==> src/rtl/keylock_ctrl.sv <==
// keylock_ctrl: keypad code-lock sequencer.
// Collects 4-digit entries, checks them against the stored password, runs the
// change-password and lockout flows and drives the 4-nibble display bus.
// Optional build macro: KEYLOCK_KEY_TIMEOUT_EN adds an entry inactivity timeout
// (clears a partial entry after ENTRY_TO_CYC idle cycles).
module keylock_ctrl #(
  parameter int          DIGITS       = 4,
  parameter logic [15:0] DEFAULT_PW   = 16'h1234,
  parameter int          MAX_FAIL     = 3,
  parameter int          LOCKOUT_CYC  = 25_000_000,
  parameter int          OPEN_CYC     = 125_000_000,
  parameter int          ENTRY_TO_CYC = 250_000_000
) (
  input  logic        clk,
  input  logic        rst,
  input  logic [4:0]  keycode,
  input  logic        key_ready,
  output logic        unlock,
  output logic        alarm,
  output logic        err,
  output logic        pw_done,
  output logic [15:0] seg_data,
  output logic [2:0]  state_o
);
  localparam int MAX_AB = (LOCKOUT_CYC > OPEN_CYC) ? LOCKOUT_CYC : OPEN_CYC;
  localparam int MAX_CY = (MAX_AB > ENTRY_TO_CYC) ? MAX_AB : ENTRY_TO_CYC;
  localparam int TW     = $clog2(MAX_CY);
  localparam int FW     = $clog2(MAX_FAIL + 1);
  localparam logic [TW-1:0] OPEN_LAST = TW'(OPEN_CYC - 1);
  localparam logic [TW-1:0] LO_LAST   = TW'(LOCKOUT_CYC - 1);
  localparam logic [FW-1:0] FAIL_MAX  = FW'(MAX_FAIL);
  localparam logic [2:0]    CNT_FULL  = 3'(DIGITS);

  typedef enum logic [2:0] {
    S_LOCKED  = 3'd0,
    S_CHECK   = 3'd1,
    S_OPEN    = 3'd2,
    S_NEWPW   = 3'd3,
    S_CONFPW  = 3'd4,
    S_LOCKOUT = 3'd5
  } state_t;

  state_t          state, nx;
  logic            ks1, ks2, ks3, kev;
  logic [4:0]      kcode;
  logic [15:0]     ebuf, pw, cand, seg_entry;
  logic [2:0]      cnt;
  logic [FW-1:0]   fail_cnt, fail_nx;
  logic [TW-1:0]   open_tmr, lo_tmr;
  logic            k_dig, k_ent, k_clr, k_chg, full, entry_st;
  logic            err_n, commit, take_cand, chk_pass, chk_fail, lo_done;
  logic            buf_push, buf_clr, tmo_hit;

  assign state_o  = state;
  assign k_dig    = kev && (kcode < 5'd10);
  assign k_ent    = kev && (kcode == 5'd10);
  assign k_clr    = kev && (kcode == 5'd11);
  assign k_chg    = kev && (kcode == 5'd12);
  assign full     = (cnt == CNT_FULL);
  assign entry_st = (state == S_LOCKED) || (state == S_NEWPW) || (state == S_CONFPW);
  assign fail_nx  = (fail_cnt == FAIL_MAX) ? fail_cnt : fail_cnt + FW'(1);

  // Two-flop synchronizer on the async strobe; its falling edge becomes a one-cycle kev
  always_ff @(posedge clk) begin
    if (rst) begin
      ks1   <= 1'b1;
      ks2   <= 1'b1;
      ks3   <= 1'b1;
      kev   <= 1'b0;
      kcode <= '0;
    end else begin
      ks1 <= key_ready;
      ks2 <= ks1;
      ks3 <= ks2;
      kev <= ks3 & ~ks2;
      if (ks3 & ~ks2) kcode <= keycode;
    end
  end

`ifdef KEYLOCK_KEY_TIMEOUT_EN
  localparam logic [TW-1:0] ENT_LAST = TW'(ENTRY_TO_CYC - 1);
  logic [TW-1:0] ent_tmr;
  // A key event on the expiry cycle takes precedence, so expiry requires !kev
  assign tmo_hit = entry_st && (cnt != 3'd0) && !kev && (ent_tmr == ENT_LAST);

  // Inactivity counter: runs only while a partial entry is pending
  always_ff @(posedge clk) begin
    if (rst || !entry_st || cnt == 3'd0 || kev || tmo_hit) ent_tmr <= '0;
    else                                                  ent_tmr <= ent_tmr + TW'(1);
  end
`else
  assign tmo_hit = 1'b0;
`endif

  // Next-state and action decode for the sequencer
  always_comb begin
    nx        = state;
    err_n     = 1'b0;
    commit    = 1'b0;
    take_cand = 1'b0;
    chk_pass  = 1'b0;
    chk_fail  = 1'b0;
    lo_done   = 1'b0;
    buf_push  = entry_st && k_dig && !full;
    buf_clr   = entry_st && k_clr;
    case (state)
      S_LOCKED: begin
        if (k_ent) begin
          if (full) nx = S_CHECK;
          else      err_n = 1'b1;
        end
      end
      S_CHECK: begin
        if (ebuf == pw) begin
          chk_pass = 1'b1;
          nx       = S_OPEN;
        end else begin
          chk_fail = 1'b1;
          err_n    = 1'b1;
          nx       = (fail_nx == FAIL_MAX) ? S_LOCKOUT : S_LOCKED;
        end
      end
      S_OPEN: begin
        // Relock expiry beats a coincident key
        if (open_tmr == OPEN_LAST)  nx = S_LOCKED;
        else if (k_ent || k_clr)    nx = S_LOCKED;
        else if (k_chg)             nx = S_NEWPW;
      end
      S_NEWPW: begin
        if (k_ent) begin
          if (full) begin
            take_cand = 1'b1;
            nx        = S_CONFPW;
          end else begin
            err_n = 1'b1;
          end
        end else if (k_clr && cnt == 3'd0) begin
          nx = S_OPEN;
        end
      end
      S_CONFPW: begin
        if (k_ent) begin
          if (!full) begin
            err_n = 1'b1;
          end else if (ebuf == cand) begin
            commit = 1'b1;
            nx     = S_LOCKED;
          end else begin
            err_n = 1'b1;
            nx    = S_OPEN;
          end
        end else if (k_clr && cnt == 3'd0) begin
          nx = S_OPEN;
        end
      end
      S_LOCKOUT: begin
        if (lo_tmr == LO_LAST) begin
          lo_done = 1'b1;
          nx      = S_LOCKED;
        end
      end
      default: nx = S_LOCKED;
    endcase
    if (tmo_hit) begin
      buf_clr = 1'b1;
      err_n   = 1'b1;
      if (state != S_LOCKED) nx = S_OPEN;
    end
  end

  // Sequencer registers: state, entry buffer, passwords, fail count, timers, outputs
  always_ff @(posedge clk) begin
    if (rst) begin
      state    <= S_LOCKED;
      pw       <= DEFAULT_PW;
      cand     <= '0;
      ebuf     <= '0;
      cnt      <= '0;
      fail_cnt <= '0;
      open_tmr <= '0;
      lo_tmr   <= '0;
      unlock   <= 1'b0;
      alarm    <= 1'b0;
      err      <= 1'b0;
      pw_done  <= 1'b0;
    end else begin
      state   <= nx;
      unlock  <= (nx == S_OPEN) || (nx == S_NEWPW) || (nx == S_CONFPW);
      alarm   <= (nx == S_LOCKOUT);
      err     <= err_n;
      pw_done <= commit;
      if (take_cand) cand <= ebuf;
      if (commit)    pw   <= cand;
      if (chk_pass || lo_done) fail_cnt <= '0;
      else if (chk_fail)       fail_cnt <= fail_nx;
      // Entry buffer empties on every state change, except into CHECK which compares it
      if ((nx != state && nx != S_CHECK) || buf_clr) begin
        ebuf <= '0;
        cnt  <= '0;
      end else if (buf_push) begin
        ebuf <= {ebuf[11:0], kcode[3:0]};
        cnt  <= cnt + 3'd1;
      end
      // Relock timer holds its value across NEWPW/CONFPW and restarts once unlock drops
      if (state == S_OPEN && nx == S_OPEN)
        open_tmr <= open_tmr + TW'(1);
      else if (nx != S_OPEN && nx != S_NEWPW && nx != S_CONFPW)
        open_tmr <= '0;
      if (state == S_LOCKOUT && nx == S_LOCKOUT) lo_tmr <= lo_tmr + TW'(1);
      else                                       lo_tmr <= '0;
    end
  end

  // Right-to-left entry image: masked digits when locked, real digits when changing
  always_comb begin
    seg_entry = 16'hFFFF;
    for (int i = 0; i < 4; i++) begin
      if (3'(i) < cnt)
        seg_entry[4*i +: 4] = (state == S_NEWPW || state == S_CONFPW) ? ebuf[4*i +: 4] : 4'hA;
    end
  end

  // Display bus register, one cycle behind state and buffer
  always_ff @(posedge clk) begin
    if (rst) begin
      seg_data <= 16'hFFFF;
    end else begin
      case (state)
        S_OPEN:    seg_data <= 16'hBBBB;
        S_LOCKOUT: seg_data <= 16'hEEEE;
        default:   seg_data <= seg_entry;
      endcase
    end
  end

endmodule

==> config.mk <==
export PLATFORM = sky130hd
export DESIGN_NAME = keylock_ctrl
export DESIGN_NICKNAME = d
export VERILOG_FILES = /design/src/rtl/keylock_ctrl.sv
export SDC_FILE = /design/constraint.sdc
export NUM_CORES = 1
export LEC_CHECK = 0
export ABC_AREA = 1
export CORE_ASPECT_RATIO = 1.5
export CORE_MARGIN = 5
export CORE_UTILIZATION = 55
export DETAILED_ROUTE_END_ITERATION = 10
export PLACE_DENSITY = 0.81
export RECOVER_POWER = 100
export SYNTH_ARGS = -nofsm -noshare
export SYNTH_HDL_FRONTEND = slang
export SYNTH_SLANG_ARGS = --single-unit
==> constraint.sdc <==
create_clock -name clk -period 2.53 [get_ports clk]
set_clock_uncertainty 0.2 [all_clocks]
set_input_delay 0.506 -clock clk [delete_from_list [all_inputs] [get_ports clk]]
set_output_delay 0.506 -clock clk [all_outputs]
set_load 0.02 [all_outputs]
Word level (Yosys, flattened, before mapping) --
Cells that the tools add are included.
Storage, ports and cells: output and inout port bits 23, word-level logic and storage cells 129, flip-flop bits (word level) 141, bits of input ports 8
Cells by class: magnitude comparators 5, reduce and logical (&&, ||, !) cells 29, $add $sub $neg 4, bitwise gates (word level) 3, eq/ne operators 24, mux-type cells 46
Operators by type and width (count):
- $add 28x1->28 const B | 2
- $mux 28 | 2
- $mux 3 | 13
- $eq 16x16->1 | 2
- $mux 4 | 8
- $pmux 16 s2 | 1
- $eq 28x25->1 const B | 1
- $eq 28x27->1 const B | 1
- $mux 1 | 18
- $pmux 3 s6 | 1
- $eq 3x3->1 const B | 5
- $eq 5x4->1 const B | 3
- $logic_and 1x1->1 | 13
- $eq 3x2->1 const B | 4
- $logic_or 1x1->1 | 8
- $reduce_or 2->1 | 4
- $logic_not 3->1 | 2
- $lt 1x3->1 const A | 2
- $lt 2x3->1 const A | 2
- $ne 3x2->1 const B | 2
- $lt 5x4->1 const B | 1
- $eq 2x2->1 const B | 2
- $mux 2 | 2
- $add 3x1->3 const B | 1
- other kinds (10) | 11

Logic depth before layout (Yosys ltp) --
word-level depth 11, mapped depth 19, gate-level depth less buffers 18

Least setup slack after synthesis --
OpenSTA, ideal clock, no wires.
kind register -> register, start point register state[2], in the netlist state_o[2], end point register ebuf[15], data arrival time 1824 ps, buffers on the path 2, setup slack 388 ps, stages on the path, launching flop included 16, clock period less this slack 2142 ps, setup time 119 ps, data required time 2211 ps, cell sequence dfxtp_1 buf_4 inv_2 nor2_1 inv_2 nand2_2 o211ai_1 nand2_1 nand2_1 nand3_1 nand2_2 nand3_2 nand2_2 nand2_4 buf_12 nor2_2
Between the ends: cells in the longest elaborated chain, start to end 8, elaborated cells on any way between the ends 28, those cells by class eq/ne: 7; mux: 12; reduce/logical: 9
Ends and longest elaborated chain:
- from (decl) | line 43 | state_t state, nx;
- from (signal assigned) | line 187 | state <= nx;
- $mux 3 | line 127 | else if (k_chg) nx = S_NEWPW;
- $mux 3 | line 126 | else if (k_ent || k_clr) nx = S_LOCKED;
- $mux 3 | line 125 | if (open_tmr == OPEN_LAST) nx = S_LOCKED;
- $pmux 3 s6 | line 106 | case (state)
- $ne 3x3->1 / $ne 3x1->1 (equally long branches) | line 197 | if ((nx != state && nx != S_CHECK) || buf_clr) begin
- $logic_and 1x1->1 | line 197
- $logic_or 1x1->1 | line 197
- $reduce_or 2->1 (no source line)
- to (signal assigned) | line 201 | ebuf <= {ebuf[11:0], kcode[3:0]};
- to (decl) | line 46 | logic [15:0] ebuf, pw, cand, seg_entry;
Several ways; a longest one is shown, not always the timed one. A chain may end at the register's enable or synchronous reset.

Worst setup path in the final report --
start point register state[0], in the netlist state_o[0], end point output port state_o[0]
RTL lines:
- to (decl) | line 23 | output logic [2:0] state_o
No word-level cell between the ends.

==> flow_summary.toml <==
[setup_path]
startpoint_type = "flop"
crit_required_ns = 1.82
worstSetupEndpointType = "output pin"
worstPathMaxFanout = 7
reg2reg_depth = 8
arrival_ns = 1.73
crit_type = "flop to output pin"

[routing]
drt_pass1_iterations = 5
via_count = 6387
antenna_left = 0
via_per_inst = 5.39
first_iter_violations = 323
drc = 0
routed_wl_um = 16500
wl_per_cell_um = 14.0

[timing]
period_needed_ns = 2.44
fmax_mhz = 410
drv_slew = 0
finalSetupViolCount = 0
period_share_pct = 96.4
worstMarginPinSlew_ns = 0.747
slew_headroom_pct = 50.2
finalHoldViolCount = 0

[global_routing]
grt_max_degree = 37
grt_pass1_wl_um = 27400
antenna_found_initial = 0
globalRouteTotalUtil_pct = 22.8
grt_pass1_vias = 6100
grt.overflow.total = 0

[cells_and_area]
seqCellArea_um2 = 2820
drive_gt1_share_pct = 10.7
fillerInstances = 1043
fin_util_pct = 64.6
fin_area_um2 = 7960
area_growth_pct = 16.4
multi_input_area_um2 = 3420
fin_nets = 1028
diodes = 0

[synthesis]
avgSynthCellArea_um2 = 7.03
synth.area.top_cells = "dfxtp_1 (41%), nand2_1 (10%), nor2_1 (6.0%), a21oi_1 (6.0%), inv_1 (6.0%)"
async_flop_share_pct = 0
synth_top_area_cell = "dfxtp_1"
yosys_warnings = 0
syn_nets = 985
synthFlopType = "dfxtp_1"
ys_seq_area_share_pct = 41.2
yosysMostFrequentCell = "nand2_1"
synth_edf_count = 0
yosys-top-cells-count = "nand2_1 (190), dfxtp_1 (141), nor2_1 (110)"
synth-seq-cells = 141
syn_area_um2 = 6840
synth_top_area_share_pct = 41.2
synth_cell_types = 41
netlist_instances = 973

[clock_network]
insertion_delay_ns = 0.42
numCtsBuffers = 17
root_buffer = "clkbuf_16"
clkTransAtPathRegs_ns = 0.06
cts.sinks = 141
postCtsHoldBufs = 0
h-tree-depth = 4
clock_path_buffers = 2
cts_tree = "yes"

[flow_run]
drv_cap = 0

[pwr]
power_density_nw_per_um2 = 605
p_leak_uw = 0.00320
ir_worst_vdd_uv = 543

[die]
fp-row-count = 50
dieArea_um2 = 14800
die_w_um = 101
start_util_pct = 55.5
num_io_pins = 31
coreArea_um2 = 12300
dieHeight_um = 147

[place]
port-buffer-count = 30
gp_congestion = 0.925
placed_area_um2 = 7380
hpwl_um = 11700

[min_path]
hold_path_depth = 2
hold_path_class = "flop to flop"

[status]
outcome = "completed"
## layer usage
metal / track usage [%] / share of wire [%] / vias up / routed length, um
met2: 41.3 / 53 / 167 / 8690
met4: 10.8 / 3.9 / 0 / 645
li1: - / - / 3229 / -
met3: 4.45 / 4.4 / 49 / 731
met1: 24.8 / 39 / 2942 / 6450
met5: 0 / 0 / - / 0
## flip-flops by register name, indices dropped and copies added (netlist names), 2 cells and up
register,flops
lo_tmr,28
open_tmr,28
cand,16
ebuf,16
pw,16
seg_data,16
kcode,5
cnt,3
state_o,3
fail_cnt,2
## metrics by stage
stage	setup WS, ns	total power (uW)	hold WS [ns]	TNS, ns	cells
floorplan	0.388	2400	0.189	0	973
global placement	0.162	2450	0.220	0	1151
detailed placement	0.125	2460	0.226	0	1151
CTS	0.0462	4840	0.241	0	1182
global route	-0.0105	4980	0.252	-0.0105	1184
finish	0.0902	4820	0.236	0	1184
## area by class of cell
cell class	count	area share, %
Clock inverter	13	1.79
Tap cell	156	2.45
Multi-Input combinational cell	677	43.0
Inverter	124	5.84
Sequential cell	141	35.5
Timing Repair Buffer	55	6.11
Clock buffer	18	5.39
## where the power goes
part           internal, uW  switching (uW)  leakage, uW
Sequential             2240            19.1      0.00114
Clock                  1450             966     0.000265
Combinational          54.6            96.2      0.00179
## cell families (layout without fill, tap and decap cells)
group           count (synthesis)  after routing  synth area share [%]
flops                         141            141                  41.2
compound gates                170            170                  12.9
simple gates                  463            463                  31.1
fa+ha+maj                       4              4                 0.731
buf+inv                       155            210                  8.96
xor+xnor                       40             40                  5.12
## repair_timing
action / 4_1_cts / 5_1_grt
resized for setup: 0 / 13
setup endpoints to repair: 0 / 32
buffers inserted: 0 / 2
## critical path: stages, from the launching register on
cell             delay, ns
dfxtp_1               0.47
clkbuf_2              0.22
clkdlybuf4s50_1       0.62
## cells in the final DEF, fill, tap and decap left out, types with 9 or more instances in the layout
| cell | netlist | final |
|---|---|---|
| nand4_1 | 25 | 25 |
| dfxtp_1 | 141 | 140 |
| buf_4 | 2 | 20 |
| nand2_1 | 190 | 192 |
| o21ai_0 | 71 | 71 |
| inv_2 | 14 | 12 |
| nand3_1 | 62 | 62 |
| xor2_1 | 33 | 33 |
| nand2_2 | 11 | 9 |
| clkbuf_16 | 0 | 17 |
| nor3_1 | 14 | 13 |
| a21oi_1 | 82 | 82 |
| nor2_2 | 19 | 12 |
| clkdlybuf4s50_1 | 0 | 27 |
| nor2_1 | 110 | 115 |
| inv_1 | 109 | 109 |
## final timing paths
path | to | slack, ns | start
worst max register to register | seg_data[2] | 0.11 | state_o[0]
worst min-delay path | ks3 | 0.24 | ks2
worst min register to register | ks3 | 0.24 | ks2
worst max-delay path | state_o[0] | 0.09 | state_o[0]
Power figures use the tool's default switching activity.
